$ cat src/rtl/inst_fetch_mod_pkg.sv
// Shared definitions for the instruction fetch unit: FSM encodings,
// immediate-length codes and boot defaults.
package fetch_pkg;

  // FSM state encodings kept as plain constants for legacy tooling.
  localparam logic [2:0] FETCH_OP = 3'd0;
  localparam logic [2:0] FETCH_CB = 3'd1;
  localparam logic [2:0] FETCH_LO = 3'd2;
  localparam logic [2:0] FETCH_HI = 3'd3;
  localparam logic [2:0] READY    = 3'd4;

  typedef logic [1:0] imm_len_t;
  localparam imm_len_t IMM_NONE = 2'd0;
  localparam imm_len_t IMM_BYTE = 2'd1;
  localparam imm_len_t IMM_WORD = 2'd2;

  localparam logic [7:0]  CB_PREFIX_DEFAULT = 8'hCB;
  localparam logic [15:0] RESET_PC_DEFAULT  = 16'h0000;

  // Next fetch address; the 16-bit add wraps FFFF to 0000 naturally.
  function automatic logic [15:0] pc_next(input logic [15:0] pc);
    return pc + 16'd1;
  endfunction

endpackage

$ cat src/rtl/inst_fetch_mod_if.sv
// Bus bundle between the fetch unit (master), the memory bus and the
// control unit (slave side).
interface inst_fetch_mod_if;
  import fetch_pkg::*;

  logic        mem_req;
  logic [15:0] mem_addr;
  logic        mem_ack;
  logic [7:0]  mem_rdata;
  logic        inst_valid;
  logic [7:0]  inst_buffer;
  logic        inst_cb;
  logic [15:0] imm_data;
  logic        inst_adv;
  logic        pc_load;
  logic [15:0] pc_load_value;
  logic [15:0] pc;

  modport master (
    output mem_req, mem_addr, inst_valid, inst_buffer, inst_cb, imm_data, pc,
    input  mem_ack, mem_rdata, inst_adv, pc_load, pc_load_value
  );

  modport slave (
    input  mem_req, mem_addr, inst_valid, inst_buffer, inst_cb, imm_data, pc,
    output mem_ack, mem_rdata, inst_adv, pc_load, pc_load_value
  );
endinterface

$ cat src/rtl/inst_fetch_mod_len_decode.sv
// Combinational immediate-length decode for unprefixed opcodes.
module inst_len_decode
  import fetch_pkg::*;
(
  input  logic [7:0] i_opcode,
  output imm_len_t   o_imm_len
);

  // Map each opcode to the number of immediate bytes that follow it.
  always_comb begin
    o_imm_len = IMM_NONE;
    case (i_opcode)
      8'h06, 8'h0E, 8'h10, 8'h16, 8'h18, 8'h1E, 8'h20, 8'h26,
      8'h28, 8'h2E, 8'h30, 8'h36, 8'h38, 8'h3E, 8'hC6, 8'hCE,
      8'hD6, 8'hDE, 8'hE0, 8'hE6, 8'hE8, 8'hEE, 8'hF0, 8'hF6,
      8'hF8, 8'hFE:
        o_imm_len = IMM_BYTE;
      8'h01, 8'h08, 8'h11, 8'h21, 8'h31, 8'hC2, 8'hC3, 8'hC4,
      8'hCA, 8'hCC, 8'hCD, 8'hD2, 8'hD4, 8'hDA, 8'hDC, 8'hEA,
      8'hFA:
        o_imm_len = IMM_WORD;
      default:
        o_imm_len = IMM_NONE;
    endcase
  end

endmodule

$ cat src/rtl/inst_fetch_mod.sv
// Instruction fetch unit: pulls opcode, optional CB byte and immediates
// one byte at a time and presents a complete instruction to control.
module inst_fetch_mod
  import fetch_pkg::*;
#(
  parameter logic [15:0] RESET_PC  = RESET_PC_DEFAULT,
  parameter logic [7:0]  CB_PREFIX = CB_PREFIX_DEFAULT
) (
  input  logic             clock,
  input  logic             reset,
  inst_fetch_mod_if.master bus
);

  logic [2:0]  r_state;
  logic [15:0] r_pc;
  logic [7:0]  r_inst_buffer;
  logic        r_inst_cb;
  logic [15:0] r_imm_data;

  logic        w_mem_req;
  logic        w_accept;
  logic [7:0]  w_dec_opcode;
  imm_len_t    w_imm_len;

  // Requests are masked during reset so the bus sees nothing mid-reset.
  assign w_mem_req = !reset && (r_state != READY);
  assign w_accept  = w_mem_req && bus.mem_ack;

  // In FETCH_OP the incoming byte is the opcode; afterwards the latched
  // opcode still selects between one and two immediate bytes.
  assign w_dec_opcode = (r_state == FETCH_OP) ? bus.mem_rdata : r_inst_buffer;

  inst_len_decode u_len_decode (
    .i_opcode  (w_dec_opcode),
    .o_imm_len (w_imm_len)
  );

  // Sequence state and fetch address; redirect beats any accepted byte.
  always_ff @(posedge clock) begin
    if (reset) begin
      r_state <= FETCH_OP;
      r_pc    <= RESET_PC;
    end else if (bus.pc_load) begin
      r_state <= FETCH_OP;
      r_pc    <= bus.pc_load_value;
    end else begin
      if (w_accept) r_pc <= pc_next(r_pc);
      case (r_state)
        FETCH_OP: begin
          if (w_accept) begin
            if (bus.mem_rdata == CB_PREFIX)  r_state <= FETCH_CB;
            else if (w_imm_len == IMM_NONE)  r_state <= READY;
            else                             r_state <= FETCH_LO;
          end
        end
        FETCH_CB: if (w_accept) r_state <= READY;
        FETCH_LO: if (w_accept) r_state <= (w_imm_len == IMM_WORD) ? FETCH_HI : READY;
        FETCH_HI: if (w_accept) r_state <= READY;
        READY:    if (bus.inst_adv) r_state <= FETCH_OP;
        default:  r_state <= FETCH_OP;
      endcase
    end
  end

  // Instruction fields, held steady while the instruction is presented.
  always_ff @(posedge clock) begin
    if (reset || bus.pc_load) begin
      r_inst_buffer <= 8'h00;
      r_inst_cb     <= 1'b0;
      r_imm_data    <= 16'h0000;
    end else begin
      case (r_state)
        FETCH_OP: begin
          if (w_accept) begin
            r_inst_buffer <= bus.mem_rdata;
            r_inst_cb     <= 1'b0;
            r_imm_data    <= 16'h0000;
          end
        end
        FETCH_CB: begin
          if (w_accept) begin
            r_inst_buffer <= bus.mem_rdata;
            r_inst_cb     <= 1'b1;
          end
        end
        FETCH_LO: if (w_accept) r_imm_data <= {8'h00, bus.mem_rdata};
        FETCH_HI: if (w_accept) r_imm_data[15:8] <= bus.mem_rdata;
        READY: begin
          if (bus.inst_adv) begin
            r_inst_cb  <= 1'b0;
            r_imm_data <= 16'h0000;
          end
        end
        default: ;
      endcase
    end
  end

  assign bus.mem_req     = w_mem_req;
  assign bus.mem_addr    = r_pc;
  assign bus.pc          = r_pc;
  assign bus.inst_valid  = !reset && (r_state == READY);
  assign bus.inst_buffer = r_inst_buffer;
  assign bus.inst_cb     = r_inst_cb;
  assign bus.imm_data    = r_imm_data;

endmodule

$ cat src/flat_wrapper.sv
// flat-port wrapper written by rule: the top's interface ports become plain ports
module inst_fetch_mod_flat import fetch_pkg::*;
#(
  parameter logic [15:0] RESET_PC  = RESET_PC_DEFAULT,
  parameter logic [7:0]  CB_PREFIX = CB_PREFIX_DEFAULT
)
  (clock, reset, bus_mem_req, bus_mem_addr, bus_inst_valid, bus_inst_buffer, bus_inst_cb, bus_imm_data, bus_pc, bus_mem_ack, bus_mem_rdata, bus_inst_adv, bus_pc_load, bus_pc_load_value);
  inst_fetch_mod_if bus_i ();
  input  logic clock;
  input  logic reset;
  output wire logic [$bits(bus_i.mem_req)-1:0] bus_mem_req;
  output wire logic [$bits(bus_i.mem_addr)-1:0] bus_mem_addr;
  output wire logic [$bits(bus_i.inst_valid)-1:0] bus_inst_valid;
  output wire logic [$bits(bus_i.inst_buffer)-1:0] bus_inst_buffer;
  output wire logic [$bits(bus_i.inst_cb)-1:0] bus_inst_cb;
  output wire logic [$bits(bus_i.imm_data)-1:0] bus_imm_data;
  output wire logic [$bits(bus_i.pc)-1:0] bus_pc;
  input wire logic [$bits(bus_i.mem_ack)-1:0] bus_mem_ack;
  input wire logic [$bits(bus_i.mem_rdata)-1:0] bus_mem_rdata;
  input wire logic [$bits(bus_i.inst_adv)-1:0] bus_inst_adv;
  input wire logic [$bits(bus_i.pc_load)-1:0] bus_pc_load;
  input wire logic [$bits(bus_i.pc_load_value)-1:0] bus_pc_load_value;
  assign bus_mem_req = bus_i.mem_req;
  assign bus_mem_addr = bus_i.mem_addr;
  assign bus_inst_valid = bus_i.inst_valid;
  assign bus_inst_buffer = bus_i.inst_buffer;
  assign bus_inst_cb = bus_i.inst_cb;
  assign bus_imm_data = bus_i.imm_data;
  assign bus_pc = bus_i.pc;
  assign bus_i.mem_ack = bus_mem_ack;
  assign bus_i.mem_rdata = bus_mem_rdata;
  assign bus_i.inst_adv = bus_inst_adv;
  assign bus_i.pc_load = bus_pc_load;
  assign bus_i.pc_load_value = bus_pc_load_value;
  inst_fetch_mod #(.RESET_PC(RESET_PC), .CB_PREFIX(CB_PREFIX)) u_core (.clock(clock), .reset(reset), .bus(bus_i));
endmodule
$ cat config.mk
export PLATFORM = sky130hd
export DESIGN_NAME = inst_fetch_mod_flat
export DESIGN_NICKNAME = d
export VERILOG_FILES = /design/src/rtl/inst_fetch_mod_pkg.sv /design/src/rtl/inst_fetch_mod_if.sv /design/src/rtl/inst_fetch_mod_len_decode.sv /design/src/rtl/inst_fetch_mod.sv /design/src/flat_wrapper.sv
export SDC_FILE = /design/constraint.sdc
export NUM_CORES = 1
export LEC_CHECK = 0
export ABC_AREA = 1
export CAP_MARGIN = 20
export CORE_MARGIN = 3
export CORE_UTILIZATION = 45
export CTS_CLUSTER_SIZE = 14
export DETAILED_ROUTE_END_ITERATION = 12
export HOLD_SLACK_MARGIN = 0.15
export PLACE_DENSITY = 0.78
export RECOVER_POWER = 50
export SYNTH_ARGS = -nofsm -noshare
export SYNTH_HDL_FRONTEND = slang
export SYNTH_HIERARCHICAL = 1
export SYNTH_SLANG_ARGS = --single-unit
$ cat constraint.sdc
create_clock -name clock -period 6.5 [get_ports clock]
set_input_delay 1.3 -clock clock [delete_from_list [all_inputs] [get_ports clock]]
set_output_delay 1.3 -clock clock [all_outputs]
set_load 0.01 [all_outputs]
# After elaboration in Yosys (flattened, before gate mapping)
# Cells that the tools add are included.
totals:
  ff_bits: 44
  input_bits: 29
  out_inout_bits: 59
  wordCells: 106
classes:
  n_addsub: 1
  n_eq_ne: 56
  muxes: 22
  n_reduce_logical: 21
op_table:
  columns: ["cell", "n"]
  rows:
  - ["8-bit equality test (second input constant)", 25]
  - ["8-bit by 6-bit equality test with 1-bit output (second input constant)", 10]
  - ["16-bit 2-to-1 mux", 5]
  - ["8-bit by 5-bit equality test with 1-bit output (second input constant)", 5]
  - ["8-bit case mux with 4 select lines", 1]
  - ["26-bit OR reduction", 1]
  - ["8-bit case mux with 3 select lines", 1]
  - ["3-bit 2-to-1 mux", 7]
  - ["17-bit OR reduction", 1]
  - ["16-bit by 1-bit adder with 16-bit output (second input constant)", 1]
  - ["8-bit by 4-bit equality test with 1-bit output (second input constant)", 2]
  - ["8-bit 2-to-1 mux", 2]
  - ["3-bit case mux with 4 select lines", 1]
  - ["4-bit AND reduction", 3]
  - ["2-bit by 1-bit != test with 1-bit output (second input constant)", 5]
  - ["8-bit by 1-bit equality test with 1-bit output (second input constant)", 1]
  - ["8-bit by 3-bit equality test with 1-bit output (second input constant)", 1]
  - ["3-bit by 2-bit equality test with 1-bit output (second input constant)", 2]
  - ["3-bit nonzero test", 2]
  - ["2-bit OR reduction", 3]
  - ["5-bit AND reduction", 1]
  - ["2-bit case mux with 2 select lines", 1]
  - ["4-bit nonzero test", 1]
  - ["3-bit by 1-bit equality test with 1-bit output (second input constant)", 1]
  - ["other kinds (13)", 17]

# Logic depth before layout (Yosys ltp)
depth:
  depth_word: 10
  mapped_depth: 18

# Modules after synthesis
# The synthesis kept the hierarchy.
modules_own_cells:
  columns: ["mod", "n_inst", "cells_each", "area_per_inst_um2", "seq_area_each_um2"]
  rows:
  - ["inst_fetch_mod", 1, 399, 2570.0, 880.8]
  - ["inst_len_decode", 1, 56, 249.0, 0.0]

# Least setup slack after synthesis
# No wires, ideal clock.
synth_timing:
  path_type: "input to output"
  from: "in reset"
  to: "out bus_inst_valid"
  t_arrival_ns: 1.861
  t_required_ns: 5.200
  path_slack_ns: 3.339
  cell_stages: 3
  path_cell_list: "buf_2 clkbuf_1 nor2_1"
synth_via:
  elab_chain_len: 2
synth_lines:
  columns: ["item", "line", "source"]
  rows:
  - ["start, declared", "flat_wrapper.sv:10", "input logic reset;"]
  - ["1-bit zero test", "inst_fetch_mod.sv:102", "assign bus.inst_valid = !reset && (r_state == READY);"]
  - ["1-bit logical AND", "inst_fetch_mod.sv:102", null]
  - ["end, declared", "flat_wrapper.sv:13", "output wire logic [$bits(bus_i.inst_valid)-1:0] bus_inst_valid;"]
# Every way passes these cells.

# Worst setup path after layout
layout_timing:
  from: "in reset"
  to: "out bus_mem_req"
layout_via:
  elab_chain_len: 2
layout_lines:
  columns: ["item", "line", "source"]
  rows:
  - ["1-bit zero test", "inst_fetch_mod.sv:26", "assign w_mem_req = !reset && (r_state != READY);"]
  - ["1-bit logical AND", "inst_fetch_mod.sv:26", null]
  - ["end, declared", "flat_wrapper.sv:11", "output wire logic [$bits(bus_i.mem_req)-1:0] bus_mem_req;"]
# Every way passes these cells.

==> out/results.txt <==
area growth from synthesis to final layout -> 31.7%
gp weighted congestion -> 0.849
Synth async-reset ratio -> 0%
Post-Synth Simple-Gate Area -> 36.7%
Max-Cap Viols -> 0
post-CTS setup buffers -> 0
buffers added on ports -> 87
Synth Area in Compound Gates -> 14.8%
post-CTS sizing -> 0
Tightest Pin Transition -> 893 ps
Setup CP Type -> input port to output port
CTS Buffer Depth -> 2
Final Skew -> 6.75 ps
Post-DRT Antenna Nets -> 0
min cycle time layout -> 4060 ps
Initial Utilization -> 47.1%
Synth Register Bits -> 44
worst hold slack -> 505 ps
Placeable Area -> 5990 µm²
final worst setup slack -> 2440 ps
# DRC -> 0
nets@finish -> 555
Netlist cell types -> 34
Synth top area share -> 31.2%
Clock transition at path regs -> 80 ps
crit-path max FO -> 18
met2 Use GR -> 33.3%
Die Y -> 85.1 µm
Top FF cell, synth -> dfxtp_1
HPWL after detailed placement -> 5680 µm
FMAX -> 247 MHz
YS warnings -> 6
final setup violation count -> 0
Root Driver -> clkbuf_8
post-synthesis sequential area ratio -> 31.2%
Detailed Route Iter0 Violations -> 231
DR vias -> 3,008
Post-Synth Adder-Cell Area -> 0.444%
GR Util met3 -> 4.37%
CTS HTree Levels -> 2
CP Launch Type -> input port
global-route wire length before repair -> 12,400 µm
LEAKAGE -> 1.70 nW
CP required -> 5200 ps
Worst Setup End Kind -> output port
synth top area cells -> dfxtp_1 31%, nand2_1 14%, inv_1 8.5%, nor2_1 8.3%, o21ai_0 5.9%
initial antenna violation count -> 0
cell row count -> 28
dpl ws -> 2450 ps
I/O pin count -> 88
non-filler cells, final -> 601
clock buffer count from CTS -> 5
Core Util, Final -> 62.0%
largest family of logic cells by synthesized area -> simple AND/OR/NAND/NOR gates
fin area -> 3710 µm²
crit share post-route -> 62.4%
Final Max Tran Viols -> 0
first drt pass iteration count -> 4
syn avg cell area -> 6.20 µm²
Critical Path AT -> 2760 ps
via/cell ratio -> 5.00
total track usage -> 20.4%
PwrDens -> 173 nW/µm²
Worst Hold Class -> flip-flop to flip-flop
Commonest cells post-synth -> 106 x nand2_1, 64 x inv_1, 62 x nor2_1
share of layout cells above drive strength 1 -> 7.22%
VDD IR-drop max -> 0.109 mV
ant diodes -> 0
Inst Count DP -> 593
Final Hold Violating Endpoints -> 0
count leader, synth -> nand2_1
hold bufs inserted after CTS -> 0
global route hottest layer -> met2
vias in the first global route -> 2,760
number of enable flip-flop cells after synthesis -> 0
RSZ-0062 raised after global routing -> false
Synth Cell Area -> 2820 µm²
final wirelength -> 7370 µm
total power -> 0.641 mW
die area -> 7250 µm²
max_slew headroom -> 40.2%
total congestion overflow -> 0
CTS tree -> yes
met1 usage -> 27.8%
largest net degree at the start of global routing -> 20
Fin Setup TNS -> 0 ps
post-synthesis cell count -> 455
portion of netlist area occupied by mux cells -> 0%
DP Area -> 3620 µm²
Clock Latency Late Sink -> 290 ps
mean routed wirelength per cell -> 12.3 µm
Synth Area in XOR/XNOR -> 1.24%
post-synth net total -> 485
status -> complete, no violations
clock sink count -> 44
width of the chip -> 85.1 µm
Yosys top cell by area -> dfxtp_1
report_power, final:
part	internal (mW)	total, mW	switching (mW)	leakage, nW
logic	0.0718	0.165	0.0935	1.30
clock network	0.0865	0.180	0.0933	0.0445
registers	0.282	0.296	0.0137	0.360
state kept, by name, indices dropped and copies added (netlist names):
register / flops
u_core/bus.imm_data: 16
u_core/bus.inst_cb: 1
u_core/r_state: 3
u_core/bus.inst_buffer: 8
u_core/bus.mem_addr: 16
layout make-up:
| cell class | instances | area, µm² |
|---|---|---|
| multi-input combinational | 315 | 1500 |
| fill | 550 | 2280 |
| timing repair buffer | 88 | 878 |
| tap | 75 | 93.8 |
| sequential | 44 | 881 |
| clock buffer | 7 | 86.3 |
| clock inverter | 1 | 7.51 |
| inverter | 71 | 268 |
routing by layer:
layer  share of wire, %  vias up
li1                   -     1558
met1                 46     1336
met2                 46      110
met3                7.6        4
met4               0.58        0
met5                  0        -
path summary, 6_finish.rpt:
check                                       startpoint                endpoint  slack, ps  cells after the start
worst min-delay path            u_core/bus.imm_data[1]  u_core/bus.imm_data[1]        500                      2
worst min register to register  u_core/bus.imm_data[1]  u_core/bus.imm_data[1]        500                      2
worst max register to register       u_core/r_state[0]       u_core/r_state[2]       3500                     15
worst max-delay path                             reset             bus_mem_req       2440                      6
logic make-up after synthesis:
group,Yosys count
compound gates,79
xor+xnor,4
fa+ha+maj,1
buf+inv,96
flops,44
simple gates,231
placed cells by master, fill, tap and decap left out, types with 5 or more instances in the layout:
master	count
a21oi_1	31
nor2_1	62
nor3_1	11
dlygate4sd3_1	51
clkdlybuf4s50_1	36
o21ai_1	8
nand3_1	24
nand4_1	5
nand2_1	106
inv_1	64
inv_2	5
o21ai_0	33
dfxtp_1	44
clkbuf_8	6
nand2_2	5
nor2_2	6
worst max-delay path: stages:
cell,delay [ps]
clkdlybuf4s50_1,460
buf_4,230
inv_1,150
nand2_1,100
inv_1,40
clkdlybuf4s50_1,470
Note: power is estimated with default switching activity, not from simulation.
